### config.mk
export PLATFORM = sky130hd
export DESIGN_NAME = synth_cfg_writer
export DESIGN_NICKNAME = d
export VERILOG_FILES = /design/src/rtl/synth_cfg_pkg.sv /design/src/rtl/synth_cfg_writer_pick.sv /design/src/rtl/synth_cfg_writer.sv
export SDC_FILE = /design/constraint.sdc
export NUM_CORES = 1
export LEC_CHECK = 0
export CELL_PAD_IN_SITES_DETAIL_PLACEMENT = 1
export CELL_PAD_IN_SITES_GLOBAL_PLACEMENT = 2
export CORE_ASPECT_RATIO = 1.2
export CORE_MARGIN = 8
export CORE_UTILIZATION = 27
export DETAILED_ROUTE_END_ITERATION = 8
export HOLD_SLACK_MARGIN = 0.1
export PLACE_DENSITY = 0.69
export SYNTH_ARGS = -nofsm -noshare
export SYNTH_HDL_FRONTEND = slang
export SYNTH_HIERARCHICAL = 1
export SYNTH_SLANG_ARGS = --single-unit
### constraint.sdc
create_clock -name clk -period 5.65 [get_ports clk]
set_clock_uncertainty 0.2 [all_clocks]
set_input_delay 1.13 -clock clk [delete_from_list [all_inputs] [get_ports clk]]
set_output_delay 1.13 -clock clk [all_outputs]
set_load 0.01 [all_outputs]
### src/rtl/synth_cfg_pkg.sv
// Shared constants, field layout and FSM state type for the synth configuration bus.
// Consumers: synth_cfg_writer and cfg_byte_pick.
package synth_cfg_pkg;

    localparam int CFG_BYTES = 6;
    localparam int CFG_BITS  = 48;

    localparam logic [CFG_BITS-1:0] CFG_RESET = 48'h0838_0638_0638;

    localparam int SAW_LO   = 0;
    localparam int OSC_LO   = 16;
    localparam int DAMP_LO  = 32;
    localparam int PERIOD_W = 9;
    localparam int OCT_W    = 3;

    typedef enum logic [1:0] {
        IDLE  = 2'd0,
        WRITE = 2'd1,
        GAP   = 2'd2
    } cfg_state_t;

    // One bit per byte lane that differs between the new word and what the synth holds.
    function automatic logic [CFG_BYTES-1:0] dirty_mask(
        input logic [CFG_BITS-1:0] word,
        input logic [CFG_BITS-1:0] shadow
    );
        logic [CFG_BYTES-1:0] mask;
        mask = {CFG_BYTES{1'b0}};
        for (int i = 0; i < CFG_BYTES; i++) begin
            mask[i] = (word[i*8 +: 8] != shadow[i*8 +: 8]);
        end
        return mask;
    endfunction

endpackage

### src/rtl/synth_cfg_writer_pick.sv
// Lowest-set-bit picker: pending byte mask -> byte index and one-hot enable.
module cfg_byte_pick
    import synth_cfg_pkg::*;
(
    input  logic [CFG_BYTES-1:0] pend,
    output logic [2:0]           idx,
    output logic [CFG_BYTES-1:0] onehot
);

    logic [CFG_BYTES-1:0] low_s;

    // Isolate the lowest set bit, then encode it.
    always_comb begin
        low_s = pend & (~pend + 6'd1);
        case (low_s)
            6'b000001: idx = 3'd0;
            6'b000010: idx = 3'd1;
            6'b000100: idx = 3'd2;
            6'b001000: idx = 3'd3;
            6'b010000: idx = 3'd4;
            6'b100000: idx = 3'd5;
            default:   idx = 3'd0;
        endcase
        onehot = low_s;
    end

endmodule

### src/rtl/synth_cfg_writer.sv
// Writer end of the synth byte-strobed config bus: accepts 48-bit words, replays changed bytes as paced writes.
// Build option: define SYNTH_CFG_WRITER_DIRTY_EN to write only bytes differing from the shadow (or all on flush).
module synth_cfg_writer
    import synth_cfg_pkg::*;
#(
    parameter int CFG_BYTES  = synth_cfg_pkg::CFG_BYTES,
    parameter int GAP_CYCLES = 3
) (
    input  logic                   clk,
    input  logic                   rst_n,
    input  logic                   ena,
    input  logic                   cfg_valid,
    output logic                   cfg_ready,
    input  logic [CFG_BYTES*8-1:0] cfg_data,
    input  logic                   flush,
    output logic [7:0]             cfg_out,
    output logic [CFG_BYTES-1:0]   cfg_we,
    output logic                   busy
);

    localparam int GAP_W = (GAP_CYCLES > 1) ? $clog2(GAP_CYCLES) : 1;

    cfg_state_t             state_r;
    logic [CFG_BITS-1:0]    shadow_r;
    logic [CFG_BITS-1:0]    word_r;
    logic [CFG_BYTES-1:0]   pend_r;
    logic [GAP_W-1:0]       gap_r;
    logic [7:0]             cfg_out_r;
    logic [CFG_BYTES-1:0]   cfg_we_r;
    logic                   ready_r;
    logic                   busy_r;

    logic [2:0]             pick_idx_s;
    logic [CFG_BYTES-1:0]   pick_onehot_s;
    logic [CFG_BYTES-1:0]   new_pend_s;
    logic [CFG_BYTES-1:0]   pend_left_s;
    logic [5:0]             bit_base_s;

    cfg_byte_pick u_pick (
        .pend   (pend_r),
        .idx    (pick_idx_s),
        .onehot (pick_onehot_s)
    );

    // Bytes to write for an incoming word, and what is left after the current write.
    always_comb begin
`ifdef SYNTH_CFG_WRITER_DIRTY_EN
        new_pend_s = dirty_mask(cfg_data, shadow_r) | {CFG_BYTES{flush}};
`else
        new_pend_s = dirty_mask(cfg_data, shadow_r) | {CFG_BYTES{flush}} | {CFG_BYTES{1'b1}};
`endif
        pend_left_s = pend_r & ~pick_onehot_s;
        bit_base_s  = {pick_idx_s, 3'b000};
    end

    // Sequencer: accept, paced byte writes, shadow tracking; everything frozen while ena is low.
    always_ff @(posedge clk or negedge rst_n) begin
        if (!rst_n) begin
            state_r   <= IDLE;
            shadow_r  <= CFG_RESET;
            word_r    <= 48'h0;
            pend_r    <= 6'b0;
            gap_r     <= {GAP_W{1'b0}};
            cfg_out_r <= 8'h00;
            cfg_we_r  <= 6'b0;
            ready_r   <= 1'b1;
            busy_r    <= 1'b0;
        end else if (!ena) begin
            cfg_we_r <= 6'b0;
        end else begin
            cfg_we_r <= 6'b0;
            case (state_r)
                IDLE: begin
                    if (cfg_valid) begin
                        word_r <= cfg_data;
                        if (new_pend_s != 6'b0) begin
                            pend_r  <= new_pend_s;
                            state_r <= WRITE;
                            ready_r <= 1'b0;
                            busy_r  <= 1'b1;
                        end
                    end
                end
                WRITE: begin
                    cfg_out_r                 <= word_r[bit_base_s +: 8];
                    cfg_we_r                  <= pick_onehot_s;
                    shadow_r[bit_base_s +: 8] <= word_r[bit_base_s +: 8];
                    pend_r                    <= pend_left_s;
                    if (pend_left_s == 6'b0) begin
                        state_r <= IDLE;
                        ready_r <= 1'b1;
                        busy_r  <= 1'b0;
                    end else if (GAP_CYCLES == 0) begin
                        state_r <= WRITE;
                    end else begin
                        state_r <= GAP;
                        gap_r   <= GAP_W'(GAP_CYCLES - 1);
                    end
                end
                GAP: begin
                    if (gap_r == {GAP_W{1'b0}}) begin
                        state_r <= WRITE;
                    end else begin
                        gap_r <= gap_r - GAP_W'(1);
                    end
                end
                default: begin
                    state_r <= IDLE;
                    pend_r  <= 6'b0;
                    ready_r <= 1'b1;
                    busy_r  <= 1'b0;
                end
            endcase
        end
    end

    // The handshake must not complete while the block is disabled.
    assign cfg_ready = ready_r & ena;
    assign cfg_out   = cfg_out_r;
    assign cfg_we    = cfg_we_r;
    assign busy      = busy_r;

endmodule
# --- After elaboration in Yosys (flattened, before gate mapping) ---
# Cells that the tools add are included.
totals:
  register_bits: 74
  input_bits: 53
  out_inout_bits: 16
  elab_cells: 57
classes:
  addsub: 2
  eq_ne: 12
  shift: 1
  muxes: 18
  bitwise: 6
  reduce_logical: 10
op_table:
  columns: ["cell", "count"]
  rows:
  - ["48-bit by 7-bit variable part select with 8-bit output", 1]
  - ["6-bit 2-to-1 mux", 3]
  - ["6-bit one-hot mux with 3 select lines", 1]
  - ["3-bit one-hot mux with 5 select lines", 1]
  - ["6-bit bitwise AND", 2]
  - ["6-bit NOT", 2]
  - ["2-bit 2-to-1 mux", 5]
  - ["2-bit inequality test (second input constant)", 5]
  - ["3-bit AND reduction", 3]
  - ["4-bit AND reduction", 2]
  - ["6-bit by 1-bit adder with 6-bit output (second input constant)", 1]
  - ["6-bit by 2-bit == test with 1-bit output (second input constant)", 1]
  - ["6-bit by 3-bit == test with 1-bit output (second input constant)", 1]
  - ["6-bit by 4-bit == test with 1-bit output (second input constant)", 1]
  - ["6-bit by 5-bit == test with 1-bit output (second input constant)", 1]
  - ["6-bit == test (second input constant)", 1]
  - ["6-bit zero test", 1]
  - ["1-bit one-hot mux with 3 select lines", 2]
  - ["2-bit one-hot mux with 3 select lines", 1]
  - ["2-bit zero test", 2]
  - ["1-bit 2-to-1 mux", 4]
  - ["2-bit one-hot mux with 2 select lines", 1]
  - ["2-bit by 1-bit == test with 1-bit output (second input constant)", 1]
  - ["2-bit == test (second input constant)", 1]
  - ["5 further kinds", 5]

# --- Longest topological paths before layout ---
logic_depth:
  word_depth: 8
  mapped_depth: 7
  depth_no_buf: 6

# --- Hierarchy ---
# Netlist, hierarchy kept.
by_module_without_submodules:
  columns: ["mod", "instances", "cells_per_inst", "area_each_um2", "seq_area_each_um2"]
  rows:
  - ["synth_cfg_writer", 1, 247, 3369.5, 1853.0]
  - ["cfg_byte_pick", 1, 14, 117.6, 0.0]

# --- Worst setup path before layout ---
# OpenSTA, ideal clock, no wires.
synth_path:
  kind: "input port to output port"
  from: "input ena"
  to: "output cfg_ready"
  arrival_time_ps: 1526
  required_time_ps: 4320
  setup_slack_ps: 2794
  stages: 2
  path_buffers: 1
  cell_sequence: "clkbuf_1 and2_1"
synth_via:
  elab_chain_cells: 1
synth_rtl:
  columns: ["item", "line_no", "rtl"]
  rows:
  - ["start: declaration", "synth_cfg_writer.sv:11", "input logic ena,"]
  - ["1-bit bitwise AND", "synth_cfg_writer.sv:118", "assign cfg_ready = ready_r & ena;"]
  - ["end: declaration", "synth_cfg_writer.sv:13", "output logic cfg_ready,"]
# No other way between the ends.

# --- Worst setup path in the final report ---
layout_path:
  from: "input ena"
  to: "register word_r[10]"
layout_via:
  elab_chain_cells: 1
layout_rtl:
  columns: ["item", "line_no", "rtl"]
  rows:
  - ["3-bit AND reduction (no source line)", null, null]
  - ["end signal: assignment", "synth_cfg_writer.sv:75", "word_r <= cfg_data;"]
  - ["end: declaration", "synth_cfg_writer.sv:25", "logic [CFG_BITS-1:0] word_r;"]
# No other way between the ends.
# A chain may end at the register's enable or synchronous reset.

==> flow_metrics.tcl <==
set metrics [dict create \
    drtAntennaViolNets 0 \
    synth-seq-area-share 0.5314 \
    syn_area_sq_um 3487 \
    yosys.area.top_type "dfrtp_1" \
    synthesis.instances 261 \
    wl_per_cell_um 16.79 \
    rrSetupSlack_ps 2680 \
    finalCritPeriodShare 0.7119 \
    cp-end-kind "flop" \
    worstSkewPairLatency_ps 330 \
    n_antenna_cell 0 \
    synthesis.nets 315 \
    crit_fanout 22 \
    dp.cells 481 \
    die_height_um 140.5 \
    syn2layout_area_growth_pct 31.25 \
    cts_buffer_depth 2 \
    ys_seq_elements 74 \
    h-tree-depth 3 \
    path_clk_slew_ps 60 \
    synth_top_area_frac 0.5239 \
    rows 45 \
    final.setup.tns_ps 0 \
    place.gp.congestion 0.7009 \
    peakVddDrop_uv 150.0 \
    hold_path.class "reg -> reg" \
    top_level_ports 69 \
    syn_avg_cell_area_sq_um 13.36 \
    first_pass_iters 4 \
    r2r-end "word_r[10]" \
    cts_root_buf "clkbuf_16" \
    grt_max_degree 48 \
    wirelength_um 8347 \
    startpoint_type "primary input" \
    fillCellCount 1372 \
    dieArea_sq_um 16820 \
    multi_input_area_sq_um 1476 \
    min_period_ps 4022 \
    drc 0 \
    r2r_start "state_r[1]" \
    rsz0062_at_grt "false" \
    critPathRequiredTime_ps 5670 \
    grt.total_usage 0.1056 \
    regArea_sq_um 1853 \
    path_class "in -> reg" \
    reg2reg_depth 5 \
    status "finished, final reports clean" \
    m1WireLength_um 3825 \
    endpoint "word_r[10]" \
    numCtsBuffers 9 \
    drv_cap 0 \
    grt_pass1_vias 2558 \
    post_cts.repair.setup_buffers 0 \
    fmax_ghz 0.2486 \
    dr.max_layer_used "met4" \
    vias_per_cell 4.549 \
    cts_hold_buf 0 \
    max-slew-margin-rel 0.4436 \
    tightest_slew_ps 828.2 \
    layout.nets 382 \
    chipWidth_um 119.7 \
    timing.final.hold_violations 0 \
    dr_wl_met3_um 223 \
    startpoint "ena" \
    coreArea_sq_um 12610 \
    dr_wl_met2_um 4120 \
    num_vias 2261 \
    antenna_found_initial 0 \
    synth_area_leaders "dfrtp_1, mux2_2, mux2_4, mux4_2, nor2_1" \
    p_leak_uw 0.001959 \
    synth_cell_types 35 \
    yosysWarnings 6 \
    finalSetupViolCount 0 \
    cts_resized 0 \
    grt_pass1_wl_um 13840 \
    drive_above_1_share 0.2733 \
    dpl.hpwl_um 6003 \
    port_buffers 67 \
    p_per_area_nw_per_um2 505.8 \
    slew_viol_final 0 \
    initial_core_util 0.2765 \
    cp_data_arrival_time_ps 4040 \
    drt-initial-drc-count 36 \
    gr-total-overflow 0 \
    final_cells 497 \
    cts_sinks 74 \
    cts_tree "done" \
]
[through the flow]
stage | utilization | power [uW] | hold WS, ps | setup slack (ps) | instance area, sq um
after global routing | 0.3629 | 2472 | 325.1 | 1437 | 4577
after CTS | 0.3629 | 2358 | 306.6 | 1635 | 4577
after detailed placement | 0.3393 | 1769 | 292.0 | 1278 | 4279
after floorplan | - | 1504 | 255.9 | 2794 | 3487
after global placement | 0.3393 | 1744 | 268.4 | 1302 | 4279
final | 0.3629 | 2315 | 297.3 | 1628 | 4577
[sequential cells by signal (all words and copies together) (netlist names)]
name,cells
cfg_out,8
word_r,48
state_r,2
cfg_we,6
busy,1
gap_r,2
ready_r,1
pend_r,6
[how the worst min path moves through the flow]
| stage | start | to | slack, ps | cells after the start |
|---|---|---|---|---|
| detailed placement | word_r[38] | word_r[38] | 290 | 1 |
| finish | cfg_out[7] | cfg_out[7] | 300 | 2 |
| CTS | cfg_out[7] | cfg_out[7] | 310 | 2 |
| global placement | gap_r[1] | gap_r[1] | 270 | 2 |
| global route | word_r[43] | word_r[43] | 330 | 1 |
| floorplan | gap_r[1] | gap_r[1] | 260 | 2 |
[per-layer routing]
| metal | vias to the layer above | global-route usage |
|---|---|---|
| met5 | - | 0 |
| met4 | 0 | 0.05534 |
| met3 | 12 | 0.02372 |
| met1 | 1148 | 0.1313 |
| met2 | 41 | 0.1674 |
| li1 | 1060 | - |
[cell families (layout without fill, tap and decap cells)]
| group | Yosys count | after routing | share of synthesized area |
|---|---|---|---|
| AO/OA/AOI/OAI | 34 | 34 | 0.06674 |
| XOR/XNOR | 1 | 1 | 0.002512 |
| adder cells (fa/ha/maj) | 1 | 1 | 0.003588 |
| buffers and inverters | 27 | 99 | 0.04844 |
| flip-flops | 74 | 74 | 0.5314 |
| multiplexers | 65 | 65 | 0.2569 |
| AND/OR/NAND/NOR | 59 | 59 | 0.09042 |
[placed cells by master (no fill, tap or decap), types with 2 or more instances in the layout]
master / count
dfrtp_1: 73
clkdlybuf4s50_1: 66
mux2_2: 36
nor2_1: 27
mux2_4: 20
o21ai_0: 17
inv_1: 10
nand2_1: 10
clkbuf_16: 9
mux4_2: 8
a221oi_1: 8
and3_1: 7
buf_4: 5
and2_1: 4
o22ai_1: 3
nor2b_4: 2
nand2b_1: 2
nor3_1: 2
o31a_1: 2
clkbuf_1: 2
[synth_stat cells]
cell and number:
mux4_2 8, nand2b_1 2, mux2_4 20, and3_1 7, buf_2 1, a221oi_2 1, nand2_1 10, dfrtp_1 73
buf_6 3, and2_1 4, o221ai_1 1, mux2_2 36, nor3_1 2, xnor2_1 1, buf_4 3, o21ai_0 17
nor4b_1 1, nor2b_4 2, nor4b_4 1, clkinv_1 1, o211ai_1 1, inv_1 10, nor2_2 1, dfstp_2 1
nand2b_4 1, clkbuf_1 7, o22ai_1 3, nor2_1 27, mux2i_1 1, ha_1 1, nand3_1 1, o211a_1 1
a221oi_1 8, buf_12 2, o31a_1 2
[worst max-delay path: stages]
cell,delay [ps]
clkdlybuf4s50_1,750
nor2b_4,330
and2_1,410
nor2b_4,690
buf_4,360
mux2_2,360
[report_power, final]
| group | switching, uW | internal, uW | leakage, uW |
|---|---|---|---|
| clock | 217 | 354 | 0.000143 |
| sequential | 184 | 772 | 0.000866 |
| combinational | 298 | 490 | 0.000950 |
| total | 698 | 1620 | 0.00196 |
[cell type report]
| type | count | share of cell area |
|---|---|---|
| flip-flops and latches | 74 | 0.4049 |
| multi-input cells | 160 | 0.3226 |
| repair buffers | 72 | 0.1536 |
| well taps | 164 | 0.04483 |
| clock inverters | 4 | 0.01121 |
| inverters | 11 | 0.009021 |
| clock buffers | 12 | 0.05385 |
No activity file was read; power rests on OpenSTA's default activity.
